[config.mk]
export PLATFORM = sky130hd
export DESIGN_NAME = key_event_decoder
export DESIGN_NICKNAME = d
export VERILOG_FILES = /design/src/rtl/key_pkg.sv /design/src/rtl/key_event_decoder.sv
export SDC_FILE = /design/constraint.sdc
export NUM_CORES = 1
export LEC_CHECK = 0
export CAP_MARGIN = 10
export CORE_ASPECT_RATIO = 0.5
export CORE_MARGIN = 2
export CORE_UTILIZATION = 63
export CTS_CLUSTER_SIZE = 40
export DETAILED_ROUTE_END_ITERATION = 6
export PLACE_DENSITY = 0.83
export SYNTH_ARGS = -nofsm -noshare
export SYNTH_HDL_FRONTEND = slang
export SYNTH_SLANG_ARGS = --single-unit
[constraint.sdc]
create_clock -name reloj -period 4.1 [get_ports reloj]
set_input_delay 0.41 -clock reloj [delete_from_list [all_inputs] [get_ports reloj]]
set_output_delay 0.41 -clock reloj [all_outputs]
set_load 0.05 [all_outputs]
[src/rtl/key_pkg.sv]
// Shared constants and state encoding for the key event decoder.
package key_pkg;

  typedef enum logic [1:0] {
    IDLE    = 2'b00,
    PRESSED = 2'b01,
    HELD    = 2'b10
  } key_state_t;

  localparam int unsigned KEY_LONG_CYCLES   = 100000000;
  localparam int unsigned KEY_REPEAT_CYCLES = 20000000;
  localparam int unsigned KEY_CW            = 27;

endpackage

[src/rtl/key_event_decoder.sv]
// Press / release / long-press / auto-repeat event decoder for a debounced key.
// Auto-repeat is built only when KEY_REPEAT_EN is defined; otherwise repeat_tick is 0.
module key_event_decoder
  import key_pkg::*;
#(
  parameter int unsigned LONG_CYCLES   = KEY_LONG_CYCLES,
  parameter int unsigned REPEAT_CYCLES = KEY_REPEAT_CYCLES,
  parameter int unsigned CW            = KEY_CW
) (
  input  logic reloj,
  input  logic resetM,
  input  logic sw_db,
  output logic press_tick,
  output logic release_tick,
  output logic long_tick,
  output logic repeat_tick,
  output logic held
);

  if (LONG_CYCLES < 2 || REPEAT_CYCLES < 2 ||
      ((LONG_CYCLES - 1) >> CW) != 0 || ((REPEAT_CYCLES - 1) >> CW) != 0) begin : g_bad_params
    $error("key_event_decoder: cycle counts must be >= 2 and fit in CW bits");
  end

  localparam logic [CW-1:0] LONG_LAST = CW'(LONG_CYCLES - 1);

  key_state_t    r_state;
  logic [CW-1:0] r_cnt;
  logic          r_press;
  logic          r_release;
  logic          r_long;
  logic          r_held;

`ifdef KEY_REPEAT_EN
  localparam logic [CW-1:0] REPEAT_LAST = CW'(REPEAT_CYCLES - 1);
  logic r_repeat;
  assign repeat_tick = r_repeat;
`else
  assign repeat_tick = 1'b0;
`endif

  assign press_tick   = r_press;
  assign release_tick = r_release;
  assign long_tick    = r_long;
  assign held         = r_held;

  // Release is tested before any terminal count so it always wins that cycle.
  always_ff @(posedge reloj) begin
    if (!resetM) begin
      r_state   <= IDLE;
      r_cnt     <= '0;
      r_press   <= 1'b0;
      r_release <= 1'b0;
      r_long    <= 1'b0;
      r_held    <= 1'b0;
`ifdef KEY_REPEAT_EN
      r_repeat  <= 1'b0;
`endif
    end else begin
      r_press   <= 1'b0;
      r_release <= 1'b0;
      r_long    <= 1'b0;
`ifdef KEY_REPEAT_EN
      r_repeat  <= 1'b0;
`endif
      unique case (r_state)
        IDLE: begin
          if (sw_db) begin
            r_state <= PRESSED;
            r_cnt   <= '0;
            r_press <= 1'b1;
          end
        end
        PRESSED: begin
          if (!sw_db) begin
            r_state   <= IDLE;
            r_cnt     <= '0;
            r_release <= 1'b1;
          end else if (r_cnt == LONG_LAST) begin
            r_state <= HELD;
            r_cnt   <= '0;
            r_long  <= 1'b1;
            r_held  <= 1'b1;
          end else begin
            r_cnt <= r_cnt + CW'(1);
          end
        end
        HELD: begin
          if (!sw_db) begin
            r_state   <= IDLE;
            r_cnt     <= '0;
            r_release <= 1'b1;
            r_held    <= 1'b0;
          end
`ifdef KEY_REPEAT_EN
          else if (r_cnt == REPEAT_LAST) begin
            r_cnt    <= '0;
            r_repeat <= 1'b1;
          end else begin
            r_cnt <= r_cnt + CW'(1);
          end
`endif
        end
        default: begin
          r_state <= IDLE;
          r_cnt   <= '0;
          r_held  <= 1'b0;
        end
      endcase
    end
  end

endmodule

Word level (Yosys, flattened, before mapping):

Cells that the tools add are included.

* register bits: 33
* bits of input ports: 3
* output and inout bits: 5
* logic and storage cells: 41

* add/sub/neg operators: 1
* equality and inequality tests: 8
* multiplexer cells: 17
* bitwise gates (word level): 1
* reductions and logical operators: 8

Operators by type and width (number)
* 27-bit two-way mux: 4
* 27-bit one-hot mux with 3 select lines: 1
* 27-bit by 1-bit adder with 27-bit output, second input constant: 1
* 27-bit == test, second input constant: 1
* 2-bit two-way mux: 4
* 2-bit != test, second input constant: 4
* 1-bit two-way mux: 6
* 2-bit one-hot mux with 3 select lines: 1
* 2-bit AND reduction: 3
* 3-bit AND reduction: 2
* 4-bit AND reduction: 1
* 3-bit != test, second input constant: 1
* 1-bit one-hot mux with 3 select lines: 1
* 2-bit by 1-bit == test with 1-bit output, second input constant: 1
* 2-bit == test, second input constant: 1
* 2-bit zero test: 1
* 2-bit OR reduction: 1
* 1-bit inverter: 1

Longest topological paths before layout:

Gate-level depths: netlist of run 1.

* word-level depth: 4
* depth in mapped cells: 8
* depth with buffers taken out: 7

Least setup slack after synthesis of run 1:

OpenSTA, ideal clock, no wires.

* path type: reg2reg
* from: register r_state[0]
* to: register r_cnt[21]
* setup time: 0.117 ns
* arrival time: 1.828 ns
* data required time: 3.983 ns
* slack: 2.155 ns
* stages on the path, launching flop included: 8
* buffers on the path: 0
* period minus slack after synthesis: 1.945 ns
* cells stage by stage: dfxtp_1 > inv_1 > ha_1 > mux2_4 > or4_4 > nor3_2 > xnor2_1 > nor2_2

* cells in the longest elaborated chain, start to end: 3
* elaborated cells between the ends (all ways): 7
* those cells by class: 4 x eq/ne; 1 x mux; 2 x reduce/logical

RTL lines
* start, declared: RTL line key_event_decoder.sv:27 `key_state_t r_state;`
* start signal, assigned: RTL line key_event_decoder.sv:50 `r_state <= IDLE;`
* start signal, assigned: RTL line key_event_decoder.sv:69 `r_state <= PRESSED;`
* start signal, assigned: RTL line key_event_decoder.sv:76 `r_state <= IDLE;`
* 2-bit == test or 2-bit zero test (tied branches): RTL line key_event_decoder.sv:66 `unique case (r_state)`
* 2-bit != test (no source line)
* 2-bit AND reduction (no source line)
* end signal, assigned: RTL line key_event_decoder.sv:85 `r_cnt <= r_cnt + CW'(1);`
* end, declared: RTL line key_event_decoder.sv:28 `logic [CW-1:0] r_cnt;`

Parallel ways exist; a longest one is shown, timed or not.
A chain may end at the register's enable or synchronous reset.

Worst setup path in the final report of run 1:

* from: input sw_db
* to: register r_cnt[25]

* cells in the longest elaborated chain, start to end: 2
* elaborated cells between the ends (all ways): 5
* those cells by class: 2 x eq/ne; 2 x mux; 1 x reduce/logical

RTL lines
* start, declared: RTL line key_event_decoder.sv:12 `input logic sw_db,`
* 27-bit two-way mux or 2-bit != test (tied branches)
* 27-bit one-hot mux with 3 select lines or 2-bit AND reduction (tied branches)

Parallel ways exist; a longest one is shown, timed or not.

==> reports/results.ini, run 1 <==
[status]
status=finished, final reports clean

[route]
wl_um=3310
dr.pass1.iters=4
drc=0
avgViaCountPerCell=5.802
first_iter_violations=98
post_drt_wl_per_cell_um=13.68
vias=1404
ant_nets=0

[layout]
drive_gt1_share_pct=10.24
final_util_pct=72.23
diodes=0
area_growth_syn_to_layout_pct=9.941
layout.nets=211
nFillCells=197
final_area_um2=1868
final_cells=242

[worst_setup_path]
slowest_stage=clkdlybuf4s50_1
cp_num_buf_inv=1
end_kind=register
r2r_cells=7
critPathTopFamily=simple AND/OR/NAND/NOR gates
worstSetupPathType=input port to register
critical_path_required_ps=4280
cpPeakStageDelay_ps=650
worstPathArrival_ps=2480
worstPathMaxFanout=15
crit_path_cell_trace=clkdlybuf4s50_1 > mux2_4 > or4_4 > nor3_2 > xnor2_1 > nor2_2
path_depth=6
cp-start-kind=input port

[timing]
fin_crit_sh_pct=56.09
hold_viol=0
slew_headroom_pct=64.94
min_period_ps=2300
tightest_slew_ps=511.3
whs_ps=481.9
rsz0062_at_grt=false
setup_viol=0
skew_ps=2.906
tns_ps=0
worst_slack_ps=1800
fmax_mhz=434.8
drv_slew=0

[clock_network]
cts.path.max_buffers=2
hold_buffers=0
cts.sinks=33
clock-root-buffer=clkbuf_8
cts_resized=0
path_clk_slew_ps=70
cts_tree=done
worstSkewPairLatency_ps=290
postCtsSetupBuffers=0
h-tree-depth=2
cts_buffers=5

[yosys]
synth_edf_count=0
synth_area_leader_cell=dfxtp_1
ys_top_cells_by_area=dfxtp_1 (39%), nor2_1 (5.7%), xor2_1 (5.7%)
yosysMostFrequentCell=dfxtp_1
netlist_instances=198
synth_top_area_share_pct=38.88
ys_types=39
synth_warnings=0
ys_seq_area_share_pct=38.88
synth-main-ff-cell=dfxtp_1
ys_ff_latch=33
syn_avg_cell_area_um2=8.581
synthTopCellsByCount=dfxtp_1 (33), nor2_1 (26), nand2_1 (14)
synth_area_um2=1699
synth_async_sr_flop_share_pct=0
syn_nets=205

[global_route]
grt_pass1_vias=1174
antenna_found_initial=0
grt_start_max_net_pins=22
grt_pass1_wl_um=5464
grt.total_usage_pct=23.47
grt-ovfl-total=0

[pwr]
power_switching_mw=0.1550
seq_power_share_pct=50.3
ir_drop_mv=0.2422
p_total_mw=0.6457
swShare_pct=24.00
p_comb_share_pct=7.6
power.internal_mw=0.4908
leakagePower_nw=0.6052
p_clk_share_pct=42.0
power.density_nw_per_um2=345.7

[die]
die_w_um=77.45
fp.dieArea_um2=3154
core_um2=2586
die_y_um=40.72
start_util_pct=65.70
placementRows=13
ioPinCount=8

[place]
place_congestion=0.7770
place_inst=234
pre_cts_ws_ps=1504
portBuffers=6
place_hpwl_um=2301
post_dp_cell_area_um2=1767

[flow_run]
maxCapViolations=0

[min_path]
hold_depth=2
min_path_type=register to register

## cell usage in the layout (no fill, tap or decap), types with 2 or more instances in the layout
| cell | instances |
|---|---|
| dfxtp_1 | 33 |
| nor2_1 | 26 |
| nand2_1 | 14 |
| nand3_1 | 12 |
| xor2_1 | 11 |
| nand4_1 | 10 |
| xnor2_1 | 10 |
| o21ai_0 | 7 |
| clkbuf_8 | 7 |
| nor3_1 | 6 |
| clkdlybuf4s50_1 | 6 |
| inv_1 | 5 |
| and4_1 | 5 |
| a21oi_1 | 5 |
| nor4_1 | 4 |
| nor3_2 | 4 |
| ha_1 | 4 |
| and2_1 | 3 |
| a31oi_1 | 3 |
| and3_1 | 3 |
| or4_1 | 3 |
| nor2_2 | 3 |
| nor4bb_1 | 2 |
| nor2b_1 | 2 |
| a21boi_0 | 2 |
| or4_4 | 2 |
## final timing paths
kind	start	endpoint	slack [ps]
worst min-delay path	held$_SDFFE_PN0P_	held$_SDFFE_PN0P_	480
worst max-delay path	sw_db	r_cnt[25]$_SDFFE_PN0P_	1800
worst min register to register	held$_SDFFE_PN0P_	held$_SDFFE_PN0P_	480
worst max register to register	r_cnt[0]$_SDFFE_PN0P_	r_cnt[7]$_SDFFE_PN0P_	1880
## flip-flops by register name, summed over array words and instances, names as in the netlist
register,count
held,1
long_tick,1
press_tick,1
r_cnt,27
r_state,2
release_tick,1
## power groups by stage
stage | logic [mW] | clock network, mW | registers [mW]
floorplan | 0.0346 | 0 | 0.336
global placement | 0.0482 | 0 | 0.332
detailed placement | 0.0490 | 0 | 0.332
CTS | 0.0493 | 0.276 | 0.325
global route | 0.0544 | 0.291 | 0.325
finish | 0.0494 | 0.271 | 0.325
## worst reg2reg max path, stage by stage, from the launching register on
cell and delay [ps]:
dfxtp_1 370, ha_1 210, nand3_1 270, nor4bb_1 470
a21oi_1 250, o21ai_1 170, buf_4 280, nor2_1 90
## routing by layer
metal | global-route usage [%] | part of all wire, % | up-vias
met5 | 0 | 0 | -
met4 | 8.929 | 1.1 | 0
met3 | 7.269 | 5.2 | 5
met2 | 38.70 | 43 | 36
met1 | 30.20 | 51 | 659
li1 | - | - | 704
## kinds of logic (layout without fill, tap and decap cells)
group                      Yosys count  count (layout)  synth area share [%]
and+or+nand+nor                    104             104                 34.98
DFF                                 33              33                 38.88
buffers and inverters               13              20                 3.830
adders and majority gates            4               4                 2.946
muxes                                2               2                 1.473
AOI/OAI and AO/OA                   20              20                 6.848
xor gates and xnor gates            21              21                 10.82
other                                1               1                0.2207
## area by class of cell
class                      instances  area (um2)  share of cell area [%]
multi-input combinational        152       973.4                   52.11
clock inverter                     1       5.005                  0.2679
clock buffer                       7       96.34                   5.157
timing repair buffer               7       67.56                   3.617
sequential                        33       660.6                   35.37
tap                               37       46.29                   2.478
inverter                           5       18.77                   1.005
(Power assumes the default switching activity.)
==> run 2, diff against run 1 <==
CORE_UTILIZATION = 53   (was 63)
PLACE_DENSITY = 0.74   (was 0.83)
clock period = 2.09 ns   (was 4.1 ns; I/O delays follow)
==> reports/results.ini, run 2 (same netlist as run 1, synthesis figures left out) <==
[status]
status=finished, final reports clean  ; unchanged

[pwr]
swShare_pct=24.50  ; was 24.00%
p_clk_share_pct=37.8  ; was 42.0%
power_switching_mw=0.2975  ; was 0.1550 mW
p_comb_share_pct=9.6  ; was 7.6%
power.density_nw_per_um2=609.7  ; was 345.7 nW/um2
seq_power_share_pct=52.5  ; was 50.3%
power.internal_mw=0.9170  ; was 0.4908 mW
leakagePower_nw=0.6706  ; was 0.6052 nW
ir_drop_mv=0.3445  ; was 0.2422 mV

[die]
core_um2=3030  ; was 2586 um2
ioPinCount=8  ; unchanged
start_util_pct=56.07  ; was 65.70%
die_y_um=44.04  ; was 40.72 um
fp.dieArea_um2=3702  ; was 3154 um2
placementRows=14  ; was 13
die_w_um=84.08  ; was 77.45 um

[layout]
final_util_pct=65.73  ; was 72.23%
final_cells=258  ; was 242
top_register=r_cnt  ; unchanged
diodes=0  ; unchanged
layout.nets=224  ; was 211
drive_gt1_share_pct=16.97  ; was 10.24%
area_growth_syn_to_layout_pct=17.23  ; was 9.941%
reg_top3=r_cnt: 27 flops, r_state: 2 flops  ; unchanged
nFillCells=250  ; was 197
final_common_cell=dfxtp_1  ; unchanged
largest_reg_flops=27  ; unchanged
final_cell_mix=dfxtp_1 (32), nor2_1 (26), nand2_1 (14), buf_4 (14)  ; was dfxtp_1 (33), nor2_1 (26), nand2_1 (14)

[route]
drc=0  ; unchanged
first_iter_violations=84  ; was 98
post_drt_wl_per_cell_um=14.05  ; was 13.68 um
vias=1470  ; was 1,404
ant_nets=0  ; unchanged
wl_um=3625  ; was 3310 um
avgViaCountPerCell=5.698  ; was 5.802
dr.pass1.iters=5  ; was 4

[clock_network]
hold_buffers=0  ; unchanged
clock-root-buffer=clkbuf_8  ; unchanged
cts.sinks=33  ; unchanged
cts.path.max_buffers=2  ; unchanged
cts_tree=done  ; unchanged
cts_buffers=5  ; unchanged
path_clk_slew_ps=60  ; was 70 ps
postCtsSetupBuffers=0  ; unchanged
worstSkewPairLatency_ps=290  ; about the same
h-tree-depth=2  ; unchanged

[global_route]
grt_pass1_wl_um=6203  ; was 5464 um
grt_start_max_net_pins=16  ; was 22
grt-ovfl-total=0  ; unchanged
antenna_found_initial=0  ; unchanged
grt_pass1_vias=1341  ; was 1,174
grt.total_usage_pct=21.74  ; was 23.47%

[timing]
setup_viol=0  ; unchanged
hold_viol=0  ; unchanged
rsz0062_at_grt=true  ; was false
fin_crit_sh_pct=96.38
slew_headroom_pct=66.73  ; was 64.94%
tightest_slew_ps=497.4  ; was 511.3 ps
drv_slew=0  ; unchanged
skew_ps=3.846  ; was 2.906 ps
fmax_mhz=496.4
min_period_ps=2014

[min_path]
min_path_type=register to register  ; unchanged

[worst_setup_path]
critical_path_required_ps=2270  ; was 4280 ps
slowest_stage=or4_4  ; was clkdlybuf4s50_1
crit_path_cell_trace=inv_1 > ha_1 > mux2_4 > or4_4 > nor3_2 > xnor2_1 > nor2_2  ; was clkdlybuf4s50_1 > mux2_4 > or4_4 > nor3_2 > xnor2_1 > nor2_2
cpPeakStageDelay_ps=580  ; was 650 ps
worstSetupPathType=register to register  ; was input port to register
end_kind=register  ; unchanged
worstPathMaxFanout=5  ; was 15
worstPathArrival_ps=2200  ; was 2480 ps
cp-start-kind=register  ; was input port

[place]
place_hpwl_um=2520  ; was 2301 um
place_congestion=0.7986  ; was 0.7770
portBuffers=6  ; unchanged
place_inst=250  ; was 234

[flow_run]
maxCapViolations=0  ; unchanged

[run 2: power by group through the flow]
| stage | Clock [mW] | Combinational, mW | Sequential [mW] |
|---|---|---|---|
| 2_1_floorplan | 0 | 0.0680 | 0.660 |
| 3_3_place_gp | 0 | 0.113 | 0.652 |
| 3_5_place_dp | 0 | 0.115 | 0.652 |
| 4_1_cts | 0.469 | 0.117 | 0.638 |
| 5_1_grt | 0.495 | 0.129 | 0.638 |
| 6_report | 0.459 | 0.117 | 0.638 |
[run 2: final cells by class]
cell class | instances | area [um2] | area share (%)
inverters | 5 | 18.77 | 0.9422
multi-input cells | 152 | 1016 | 51.00
clock buffers | 8 | 80.08 | 4.020
well taps | 40 | 50.05 | 2.513
flip-flops and latches | 33 | 661.9 | 33.23
repair buffers | 20 | 165.2 | 8.291
[run 2: what timing repair did]
action                                 CTS  global route
pin swaps                                0             2
gates resized for setup                  1             7
endpoints found under the hold margin    0             0
setup endpoints to repair                2            24
[run 2: stage by stage]
stage / instance area (um2) / worst slack [ps] / total power [mW] / hold slack, ps / TNS [ps]
2_1_floorplan: 1699 / 145.0 / 0.7280 / 368.2 / 0
6_report: 1992 / 75.67 / 1.214 / 490.8 / 0
3_5_place_dp: 1868 / -70.42 / 0.7675 / 481.3 / -202.7
4_1_cts: 1954 / 29.40 / 1.224 / 490.7 / 0
5_1_grt: 1992 / -10.30 / 1.262 / 523.1 / -14.54
3_3_place_gp: 1868 / -27.57 / 0.7649 / 468.3 / -64.96
[run 2: path summary, 6_finish.rpt]
check,startpoint,end,slack [ps],cells after the start
worst max-delay path,r_state[0]$_SDFFE_PN0P_,r_cnt[23]$_SDFFE_PN0P_,80,7
worst min-delay path,r_cnt[1]$_SDFFE_PN0P_,r_cnt[1]$_SDFFE_PN0P_,490,2
worst max register to register,r_state[0]$_SDFFE_PN0P_,r_cnt[23]$_SDFFE_PN0P_,80,7
worst min register to register,r_cnt[1]$_SDFFE_PN0P_,r_cnt[1]$_SDFFE_PN0P_,490,2
[run 2: metal layers]
layer / part of all wire (%) / GRT usage, % / vias to the layer above
met5: 0 / 0 / -
met4: 1.4 / 9.032 / 0
met3: 7.6 / 6.530 / 8
met2: 45 / 34.13 / 48
met1: 46 / 28.70 / 679
li1: - / - / 735
[run 2: critical path, delay by kind of cell, from the launching register on]
kind,cells,cell delay (ps)
adders and majority gates,1,220
buffers and inverters,1,80
xor gates and xnor gates,1,150
DFF,1,330
and+or+nand+nor,3,810
muxes,1,310
==> run 3, diff against run 2 <==
PLACE_DENSITY = not set   (was 0.74)
PLACE_DENSITY_LB_ADDON = 0.1   (was not set)
SKIP_CTS_REPAIR_TIMING = 1   (was not set)
==> reports/results.ini, run 3 (same netlist as run 1, synthesis figures left out) <==
[place]
place_hpwl_um=2524  ; was 2520 um
portBuffers=6  ; unchanged
place_congestion=0.8515  ; was 0.7986
pre_cts_ws_ps=-86.12  ; was -70.42 ps
place_inst=248  ; was 250

[clock_network]
clock-root-buffer=clkbuf_8  ; unchanged
path_clk_slew_ps=60  ; about the same
cts_tree=done  ; unchanged
cts.sinks=33  ; unchanged
cts.path.max_buffers=2  ; unchanged
worstSkewPairLatency_ps=280  ; was 290 ps
h-tree-depth=2  ; unchanged
cts_buffers=5  ; unchanged

[timing]
setup_viol=0  ; unchanged
min_period_ps=2034  ; was 2014 ps
fin_crit_sh_pct=97.31  ; was 96.38%
fmax_mhz=491.7  ; was 496.4 MHz
worst_slack_ps=56.19  ; was 75.67 ps
skew_ps=7.138  ; was 3.846 ps
hold_viol=0  ; unchanged
whs_ps=488.4  ; was 490.8 ps
drv_slew=0  ; unchanged

[worst_setup_path]
slowest_stage=or4_1  ; was or4_4
critical_path_required_ps=2310  ; was 2270 ps
cp_num_buf_inv=1  ; unchanged
cp-start-kind=register  ; unchanged
crit_path_cell_trace=nand4_1 > or4_1 > nor4_2 > buf_4 > a31oi_1 > nor2_1  ; was inv_1 > ha_1 > mux2_4 > or4_4 > nor3_2 > xnor2_1 > nor2_2
worstPathArrival_ps=2260  ; was 2200 ps
worstPathMaxFanout=7  ; was 5
worstSetupPathType=register to register  ; unchanged
critPathTopFamily=simple AND/OR/NAND/NOR gates  ; unchanged
end_kind=register  ; unchanged
cpPeakStageDelay_ps=620  ; was 580 ps

[global_route]
antenna_found_initial=0  ; unchanged
grt.total_usage_pct=21.21  ; was 21.74%
grt-ovfl-total=0  ; unchanged
grt_pass1_wl_um=6023  ; was 6203 um
grt_start_max_net_pins=16  ; unchanged
grt_pass1_vias=1318  ; was 1,341

[route]
first_iter_violations=60  ; was 84
vias=1420  ; was 1,470
wl_um=3507  ; was 3625 um
dr.pass1.iters=4  ; was 5
ant_nets=0  ; unchanged
post_drt_wl_per_cell_um=13.81  ; was 14.05 um
drc=0  ; unchanged
avgViaCountPerCell=5.591  ; was 5.698

[layout]
top_register=r_cnt  ; unchanged
reg_top3=r_cnt: 27 flops, r_state: 2 flops  ; unchanged
drive_gt1_share_pct=15.89  ; was 16.97%
final_cell_mix=dfxtp_1 (33), nor2_1 (26), nand2_1 (14)  ; was dfxtp_1 (32), nor2_1 (26), nand2_1 (14), buf_4 (14)
diodes=0  ; unchanged
final_util_pct=65.03  ; was 65.73%
nFillCells=273  ; was 250
largest_reg_flops=27  ; unchanged
layout.nets=222  ; was 224
final_cells=254  ; was 258
area_growth_syn_to_layout_pct=15.98  ; was 17.23%
final_common_cell=dfxtp_1  ; unchanged

[die]
placementRows=14  ; unchanged
start_util_pct=56.07  ; unchanged
die_y_um=44.04  ; unchanged
core_um2=3030  ; unchanged
die_w_um=84.08  ; unchanged
fp.dieArea_um2=3702  ; unchanged
ioPinCount=8  ; unchanged

[pwr]
power.density_nw_per_um2=605.3  ; was 609.7 nW/um2
leakagePower_nw=0.7023  ; was 0.6706 nW
ir_drop_mv=0.4454  ; was 0.3445 mV

[flow_run]
maxCapViolations=0  ; unchanged

[min_path]
min_path_type=register to register  ; unchanged

[status]
status=finished, final reports clean  ; unchanged

==> run 3: metal layers <==
layer / global-route usage [%] / routed length, um / vias up
li1: - / - / 733
met1: 30.26 / 1868 / 654
met2: 30.32 / 1418 / 27
met3: 6.343 / 159 / 6
met4: 8.710 / 60 / 0
met5: 0 / 0 / -
==> run 3: final timing paths <==
check,slack [ps],to,startpoint,cells past startpoint
worst max register to register,60,held$_SDFFE_PN0P_,r_cnt[5]$_SDFFE_PN0P_,6
worst min-delay path,490,held$_SDFFE_PN0P_,held$_SDFFE_PN0P_,2
worst min register to register,490,held$_SDFFE_PN0P_,held$_SDFFE_PN0P_,2
worst max-delay path,60,held$_SDFFE_PN0P_,r_cnt[5]$_SDFFE_PN0P_,6
==> run 3: area by class of cell <==
cell class | count | area [um2] | area share, %
Clock buffer | 5 | 68.82 | 3.492
Clock inverter | 1 | 5.005 | 0.2540
Inverter | 5 | 18.77 | 0.9524
Multi-Input combinational cell | 152 | 1017 | 51.62
Sequential cell | 33 | 660.6 | 33.52
Tap cell | 40 | 50.05 | 2.540
Timing Repair Buffer | 18 | 150.1 | 7.619
==> run 3: power by group <==
| group | total, mW | switching (mW) | leakage, nW | internal, mW |
|---|---|---|---|---|
| Clock | 0.442 | 0.223 | 0.0399 | 0.219 |
| Sequential | 0.638 | 0.00271 | 0.266 | 0.635 |
| Combinational | 0.113 | 0.0699 | 0.396 | 0.0432 |
==> run 3: worst min-delay path, cell delays in order, from the launching register on <==
cell     delay (ps)
dfxtp_1         330
a31oi_1          40
nor2_1           90
==> run 3: through the flow <==
step                power (mW)  area [um2]  setup TNS (ps)
finish                   1.193        1971               0
global route             1.235        1971          -58.42
CTS                      1.202        1927               0
detailed placement      0.7646        1853          -217.8
global placement        0.7634        1853          -104.1
floorplan               0.7280        1699               0
